`src/rtl/ucie_ctl_phy_sb_msg_rx_fifo.sv`:
```
// PHY sideband RX buffer: queues sideband config words in a small FIFO and drains
// them onto the RDI pl_cfg channel under a multi-credit counter.
module ucie_ctl_phy_sb_msg_rx_fifo #(
  parameter int NC      = 32,
  parameter int DEPTH   = 4,
  parameter int CRD_MAX = 4
) (
  input  logic                         i_clk,
  input  logic                         i_rst_n,
  input  logic                         i_sb_data_valid,
  input  logic [NC-1:0]                i_data_received_sb,
  input  logic                         i_rdi_lp_cfg_crd,
  input  logic                         i_clr_err,
  output logic                         o_rdi_pl_cfg_vld,
  output logic [NC-1:0]                o_rdi_pl_cfg,
  output logic [$clog2(DEPTH+1)-1:0]   o_fifo_level,
  output logic [$clog2(CRD_MAX+1)-1:0] o_crd_avail,
  output logic                         o_overflow,
  output logic                         o_crd_err
);

  localparam int PW = (DEPTH > 1) ? $clog2(DEPTH) : 1;
  localparam int LW = $clog2(DEPTH + 1);
  localparam int CW = $clog2(CRD_MAX + 1);

  typedef enum logic [1:0] {
    ST_IDLE     = 2'd0,
    ST_SEND     = 2'd1,
    ST_WAIT_CRD = 2'd2
  } state_t;

  logic [NC-1:0] mem [DEPTH];
  logic [PW-1:0] wr_ptr;
  logic [PW-1:0] rd_ptr;
  logic [LW-1:0] level_q;
  logic [LW-1:0] level_d;
  logic [CW-1:0] credit_q;
  logic [CW-1:0] credit_d;
  state_t        state_q;
  state_t        state_d;
  logic          pop;
  logic          push_acc;
  logic          overflow_evt;
  logic          crd_err_evt;
  logic          crd_full;

  // A full FIFO still accepts a word when the head leaves on the same edge.
  always_comb begin
    pop          = (level_q != '0) && (credit_q != '0);
    push_acc     = i_sb_data_valid && ((level_q != LW'(DEPTH)) || pop);
    overflow_evt = i_sb_data_valid && !push_acc;
    crd_full     = (credit_q == CW'(CRD_MAX));
    crd_err_evt  = i_rdi_lp_cfg_crd && crd_full && !pop;

    level_d = level_q;
    if (push_acc && !pop) begin
      level_d = level_q + LW'(1);
    end else if (!push_acc && pop) begin
      level_d = level_q - LW'(1);
    end

    credit_d = credit_q;
    if (pop && !i_rdi_lp_cfg_crd) begin
      credit_d = credit_q - CW'(1);
    end else if (!pop && i_rdi_lp_cfg_crd && !crd_full) begin
      credit_d = credit_q + CW'(1);
    end
  end

  // Next state looks at post-edge occupancy/credit, so SEND tracks the pop condition exactly.
  always_comb begin
    state_d = state_q;
    case (state_q)
      ST_IDLE: begin
        if (level_d != '0 && credit_d != '0) begin
          state_d = ST_SEND;
        end else if (level_d != '0) begin
          state_d = ST_WAIT_CRD;
        end
      end
      ST_SEND: begin
        if (level_d == '0) begin
          state_d = ST_IDLE;
        end else if (credit_d == '0) begin
          state_d = ST_WAIT_CRD;
        end
      end
      ST_WAIT_CRD: begin
        if (credit_d != '0) begin
          state_d = ST_SEND;
        end
      end
      default: state_d = ST_IDLE;
    endcase
  end

  always_ff @(posedge i_clk or negedge i_rst_n) begin
    if (!i_rst_n) begin
      for (int i = 0; i < DEPTH; i++) begin
        mem[i] <= '0;
      end
      wr_ptr   <= '0;
      rd_ptr   <= '0;
      level_q  <= '0;
      credit_q <= CW'(CRD_MAX);
      state_q  <= ST_IDLE;
    end else begin
      if (push_acc) begin
        mem[wr_ptr] <= i_data_received_sb;
        wr_ptr      <= wr_ptr + PW'(1);
      end
      if (pop) begin
        rd_ptr <= rd_ptr + PW'(1);
      end
      level_q  <= level_d;
      credit_q <= credit_d;
      state_q  <= state_d;
    end
  end

  always_ff @(posedge i_clk or negedge i_rst_n) begin
    if (!i_rst_n) begin
      o_rdi_pl_cfg_vld <= 1'b0;
      o_rdi_pl_cfg     <= '0;
    end else begin
      o_rdi_pl_cfg_vld <= pop;
      o_rdi_pl_cfg     <= pop ? mem[rd_ptr] : '0;
    end
  end

  // Set wins over clear when both land on the same edge.
  always_ff @(posedge i_clk or negedge i_rst_n) begin
    if (!i_rst_n) begin
      o_overflow <= 1'b0;
      o_crd_err  <= 1'b0;
    end else begin
      o_overflow <= overflow_evt | (o_overflow & ~i_clr_err);
      o_crd_err  <= crd_err_evt  | (o_crd_err  & ~i_clr_err);
    end
  end

  assign o_fifo_level = level_q;
  assign o_crd_avail  = credit_q;

  a_send_matches_pop : assert property (
    @(posedge i_clk) disable iff (!i_rst_n) ((state_q == ST_SEND) == pop)
  );

endmodule

```
`config.mk`:
```
export PLATFORM = sky130hd
export DESIGN_NAME = ucie_ctl_phy_sb_msg_rx_fifo
export DESIGN_NICKNAME = d
export VERILOG_FILES = /design/src/rtl/ucie_ctl_phy_sb_msg_rx_fifo.sv
export SDC_FILE = /design/constraint.sdc
export NUM_CORES = 1
export LEC_CHECK = 0
export ABC_AREA = 1
export CORE_ASPECT_RATIO = 0.5
export CORE_MARGIN = 2
export CORE_UTILIZATION = 57
export DETAILED_ROUTE_END_ITERATION = 16
export PLACE_DENSITY = 0.8
export SYNTH_ARGS = -nofsm -noshare
export SYNTH_HDL_FRONTEND = slang
export SYNTH_SLANG_ARGS = --single-unit
```
`constraint.sdc`:
```
create_clock -name i_clk -period 3.1 [get_ports i_clk]
set_input_delay 0.465 -clock i_clk [delete_from_list [all_inputs] [get_ports i_clk]]
set_output_delay 0.465 -clock i_clk [all_outputs]
set_load 0.005 [all_outputs]
```
==> results.toml, run 1 <==
[outcome]
outcome = "finished with violations"
violations = "design-rule violations"

[logic_synthesis]
seq_area_frac_synth = 0.5690
synth_area_per_cell_um2 = 9.490
netlist.top_cell.by_area = "dfrtp_1"
postSynthRegisterBits = 173
synth-edff-count = 0
yosysTopAreaCellShare = 0.5655
synth_async_sr_flop_share = 1.000
synth.most_common_cell = "dfrtp_1"
ys_types = 27
syn-num-nets = 846
synth_flop_cell = "dfrtp_1"
syn-cell-area_um2 = 7611
synthTopCellsByArea = "dfrtp_1 (57%), nand2_1 (6.9%), o21ai_2 (6.6%)"
synthCells = 802
ys_top_cells_by_count = "dfrtp_1 (172), nand2_1 (140), nor2_1 (132)"
yosys_warnings = 0

[clock_tree]
clkSlewWorstSetupHoldPaths_ps = 70
clock_latency_ps = 420
cts.sinks = 173
htree_num_levels = 4
cts_buffer_depth = 2
cts_tree = "built"
post_cts_buffers = 0
cts_buffers = 17
ctsResizeCount = 0
cts-root-buf = "clkbuf_16"
ctsHoldBuffers = 0

[critical_path]
end_kind = "register"
crit_chain = "inv_1 -> nand2_1 -> nand2_4 -> nand2_8 -> nand2_1 -> inv_1 -> ha_1 -> inv_1 -> fa_1 -> a21oi_1 -> o21ai_0 -> xor2_1"
cp_max_fo = 5
critPathMaxStageDelay_ps = 560
crit_slowest_cell = "dfstp_2"
cp-start-kind = "register"
cp.required_ps = 3400
crit_arrival_ps = 2590
cp_top_family = "flip-flops"
cpMostUsedCell = "inv_1"
cp_num_buf_inv = 3
critPathKind = "register to register"

[routing]
vias = 5640
routed_wl_um = 16120
antenna_left = 0
vias_per_cell = 5.423
dr.pass1.iters = 11
wl_per_cell_um = 15.50
drc = 4
drt-initial-drc-count = 468

[power]
p_per_area_nw_per_um2 = 1128
total_power_mw = 10.07
ir_worst_vdd_mv = 0.5803
p_leak_nw = 4.144

[timing]
drv_slew = 0
setup_viol = 0
tns_ps = 0
timing.hold.ws_ps = 73.80
fin_crit_ps = 2291
worst_pin_slew_ps = 1060
slew_headroom = 0.2922
finalCritPeriodShare = 0.7392
setup_slack_ps = 808.6
timing.fmax_ghz = 0.4364
rsz0062_at_grt = "false"
fin_skew_ps = 11.32
finalHoldViolCount = 0

[grt]
grt_overflow = 0
antenna_found_initial = 0
grt_max_degree = 84
grt_pass1_vias = 5799
grt_pass1_wl_um = 27740
grt_usage = 0.2453

[finish]
n_fill_cell = 975
nets = 901
drive_above_1_share = 0.1287
syn_to_final_growth_pct = 17.26
diodes = 0

[die]
die_h_um = 85.71
start_util = 0.5925
ioPinCount = 78
core_area_um2 = 12840
num_rows = 29
die_w_um = 167.4
die_area_um2 = 14350

[job]
max_cap_viol_count = 0

[placed_design]
routabilityCongestion = 0.7534
post-place-ws_ps = 685.7
io_buffers = 77
post-dp-hpwl_um = 8847

[min_path]
hold_path_class = "primary input to async pin"
## power breakdown
part           leakage [nW]  internal (mW)  switching, mW
Clock                 0.307           1.37          0.925
Combinational          1.67           1.59           2.36
Sequential             2.17           3.31          0.512
Total                  4.14           6.27           3.80
## metrics by stage
step                        util  instances  cell area (um2)
after floorplan                -        802             7611
after global placement    0.6454       1008             8290
after detailed placement  0.6454       1008             8290
after CTS                 0.6948       1040             8925
after global routing      0.6948       1040             8925
final                     0.6948       1040             8925
## metal layers
metal,global-route usage,vias up,share of wire
li1,-,2713,-
met1,0.3277,2767,0.45
met2,0.4104,141,0.48
met3,0.05261,19,0.052
met4,0.07826,0,0.011
met5,0,-,0
## path summary, 6_finish.rpt
check                                            from                     endpoint  slack (ps)  cells past startpoint
hold reg to reg                   mem[27]$_DFFE_PN0P_          mem[27]$_DFFE_PN0P_         480                      2
hold / removal                                i_rst_n   o_crd_avail[0]$_DFFE_PN0P_          70                      1
min in group i_clk                mem[27]$_DFFE_PN0P_          mem[27]$_DFFE_PN0P_         480                      2
setup / recovery           o_crd_avail[2]$_DFFE_PN1P_  o_fifo_level[2]$_DFFE_PN0P_         810                     12
max in group asynchronous                     i_rst_n          mem[69]$_DFFE_PN0P_        2270                      2
setup reg to reg           o_crd_avail[2]$_DFFE_PN1P_  o_fifo_level[2]$_DFFE_PN0P_         810                     12
## kinds of logic (layout without fill, tap and decap cells)
family	Yosys count	in the layout	share of synthesized area
flip-flops	173	173	0.5690
AO/OA/AOI/OAI	230	230	0.1795
AND/OR/NAND/NOR	289	289	0.1575
adder cells (fa/ha/maj)	7	7	0.01348
multiplexers	1	1	0.001479
buffers and inverters	98	166	0.07447
XOR/XNOR	4	4	0.004604
## cell type report
class / count / area [um2] / share of cell area
tap: 170 / 212.7 / 0.02383
sequential: 173 / 4332 / 0.4853
inverter: 48 / 180.2 / 0.02019
clock buffer: 17 / 425.4 / 0.04767
clock inverter: 15 / 209.0 / 0.02341
multi-input combinational: 531 / 2714 / 0.3041
timing repair buffer: 86 / 852.1 / 0.09547
## registers in the layout, summed over array words and instances, names as in the netlist
register,cells
rd_ptr,2
o_rdi_pl_cfg,32
o_rdi_pl_cfg_vld,1
o_crd_avail,3
wr_ptr,2
o_fifo_level,3
o_crd_err,1
o_overflow,1
mem,128
## layout by cell type, fill, tap and decap left out, types with 2 or more instances in the layout
cell / count
dfrtp_1: 171
nand2_1: 140
nor2_1: 132
clkdlybuf4s50_1: 76
o21ai_1: 73
o21ai_0: 66
o21ai_2: 57
inv_1: 47
a21oi_1: 33
clkbuf_16: 17
buf_4: 8
nand3_1: 6
ha_1: 5
inv_6: 5
nand3_4: 4
bufinv_16: 4
xor2_1: 3
nand2_4: 2
nand4_1: 2
fa_1: 2
clkinvlp_4: 2
clkinv_2: 2
(Power assumes the default switching activity.)
==> run 2: changes to the inputs <==
Settings changed: CORE_UTILIZATION 57 to 51, PLACE_DENSITY 0.8 to 0.76.
Clock period 3.1 ns to 2 ns, I/O delays scaled along.
==> run 2 against run 1 <==
  * The run ends with negative setup slack left
  * Setup slack lost 830 ps
  * Clock power grew 52%
  * Fmax grew 14%
  * Largest power group unchanged
  * Worst hold slack gained 310 ps
  * Routed wire length grew 2.5%
  * Design area grew 4.2%
  * Utilization shrank 5.4 points
  * Sequential power grew 56%
  * Final cell count grew 5.8%
  * Critical endpoint unchanged
==> results.toml, run 2 (same netlist as run 1, synthesis figures left out) <==
[routing]
vias = 5717
routed_wl_um = 16520
dr.pass1.iters = 5
vias_per_cell = 5.197
wl_per_cell_um = 15.02
antenna_left = 0
drc = 0
drt-initial-drc-count = 498

[finish]
syn_to_final_growth_pct = 22.16
nets = 933
instances_no_fill = 1100
layout_common_cells = "dfrtp_1 (168), nand2_1 (138), nor2_1 (131)"
diodes = 0
reg.largest.list = "mem x128, o_rdi_pl_cfg x32"
top_register = "mem"
drive_above_1_share = 0.1729
layout_commonest_cell = "dfrtp_1"
postLayoutCoreUtil = 0.6409
n_fill_cell = 1160
final_area_um2 = 9298
largest_reg_flops = 128

[critical_path]
cpMostUsedCell = "nand2_4"
crit_chain = "inv_2 -> nand2_4 -> nand2_4 -> nand2_8 -> nand2_4 -> inv_4 -> ha_4 -> inv_4 -> fa_2 -> a21oi_2 -> o21ai_1 -> xor2_1"
critPathMaxStageDelay_ps = 560
crit_slowest_cell = "dfstp_2"
crit_arrival_ps = 2330
cp.required_ps = 2310
r2r_cells = 12
critPathKind = "register to register"
cp_max_fo = 4
cp-start-kind = "register"
end_kind = "register"

[die]
num_rows = 31
core_area_um2 = 14510
die_h_um = 90.38
die_w_um = 176.8
start_util = 0.5247
ioPinCount = 78
die_area_um2 = 15980

[placed_design]
dp.cells = 1057
placed_area_um2 = 8559
routabilityCongestion = 0.7694
io_buffers = 77
post-dp-hpwl_um = 9994

[power]
internal_power_mw = 10.04
p_seq_frac = 0.371
p_clk_frac = 0.216
p_per_area_nw_per_um2 = 1729
netSwitchingFraction = 0.3751
netSwitchingPower_mw = 6.029
power_frac_comb = 0.413
ir_worst_vdd_mv = 0.8723
p_leak_nw = 4.318

[timing]
fin_skew_ps = 13.08
tns_ps = -17.54
drv_slew = 0
slew_headroom = 0.6696
worst_pin_slew_ps = 495.6
rsz0062_at_grt = "true"
finalHoldViolCount = 0
setup_slack_ps = -17.54
timing.fmax_ghz = 0.4957
fin_crit_ps = 2018
finalCritPeriodShare = 1.009
timing.hold.ws_ps = 380.7
setup_viol = 1

[grt]
use_met1 = 0.3057
grt_max_degree = 56
antenna_found_initial = 0
top_usage_layer = "met2"
grt_pass1_vias = 5605
grt_usage = 0.2198
grt.met3_usage = 0.04461
grt_overflow = 0
use_met2 = 0.3493
grt_pass1_wl_um = 27850

[clock_tree]
cts-root-buf = "clkbuf_16"
cts_tree = "built"
cts.sinks = 173
clkSlewWorstSetupHoldPaths_ps = 70
clock_latency_ps = 430
cts_buffers = 17
htree_num_levels = 4
cts_buffer_depth = 2

[outcome]
violations = "negative setup slack"
outcome = "finished with violations"

[min_path]
hold_path_class = "primary input to async pin"

[job]
max_cap_viol_count = 0
[run 2: cell count changes in the layout (fill, tap and decap cells not counted), moves of 3 or more]
cell      previous run  this run
inv_1               47        43
dfrtp_2              1         4
buf_4                8        35
clkinv_4             1         4
dfrtp_1            171       168
buf_12               1         5
[run 2: worst paths after layout]
| path | start | endpoint | slack (ps) |
|---|---|---|---|
| worst max-delay path | o_crd_avail[2]$_DFFE_PN1P_ | o_fifo_level[2]$_DFFE_PN0P_ | -20 |
| worst min-delay path | i_rst_n | o_fifo_level[2]$_DFFE_PN0P_ | 380 |
| worst max register to register | o_crd_avail[2]$_DFFE_PN1P_ | o_fifo_level[2]$_DFFE_PN0P_ | -20 |
| worst min register to register | mem[24]$_DFFE_PN0P_ | mem[24]$_DFFE_PN0P_ | 480 |
| max in group asynchronous | i_rst_n | mem[75]$_DFFE_PN0P_ | 940 |
| min in group i_clk | i_clr_err | o_overflow$_DFF_PN0_ | 470 |
[run 2: layout make-up]
| class | instances | area, um2 | share of cell area |
|---|---|---|---|
| clock buffer | 18 | 439.2 | 0.04723 |
| timing repair buffer | 118 | 1147 | 0.1234 |
| inverter | 48 | 185.2 | 0.01992 |
| clock inverter | 14 | 182.7 | 0.01965 |
| multi-input combinational | 531 | 2760 | 0.2969 |
| sequential | 173 | 4335 | 0.4663 |
| tap | 198 | 247.7 | 0.02665 |
[run 2: power groups by stage]
stage               clock network [mW]  registers [mW]  logic (mW)
finish                            3.47            5.96        6.64
global route                      3.66            6.16        7.46
CTS                               3.52            5.95        6.50
detailed placement                   0            5.99        6.37
global placement                     0            5.93        6.19
floorplan                            0            5.85        4.53
[run 2: repair_timing]
action                     in CTS  in global routing
setup endpoints to repair       2                  2
hold buffers                    1                  0
setup buffers                   1                  9
hold endpoints to repair       44                  0
resized for setup               1                  8
pin swaps                       0                  7
gates cloned                    0                  0
[run 2: worst max-delay path, delay by kind of cell, from the launching register on]
family	cells	cell delay, ps
AOI/OAI and AO/OA	2	240
buffers and inverters	3	160
xor gates and xnor gates	1	170
DFF	1	560
adders and majority gates	2	500
and+or+nand+nor	4	270
[run 2: routing by layer]
| metal | wire length (um) | vias up |
|---|---|---|
| met5 | 0 | - |
| met4 | 247 | 0 |
| met3 | 645 | 27 |
| met2 | 7875 | 119 |
| met1 | 7755 | 2776 |
| li1 | - | 2795 |
[run 2: per-stage QoR]
step	setup WS [ps]	power [mW]
floorplan	-17.23	10.38
global placement	38.05	12.12
detailed placement	-26.18	12.36
CTS	-14.49	15.97
global route	-99.51	17.28
finish	-17.54	16.07
==> run 3: changes to the inputs <==
Settings changed: ABC_CLOCK_PERIOD_IN_PS from default to 2000.
==> results of run 3 <==
Same layout as run 2: the final DEF is identical, and so are final timing and power.
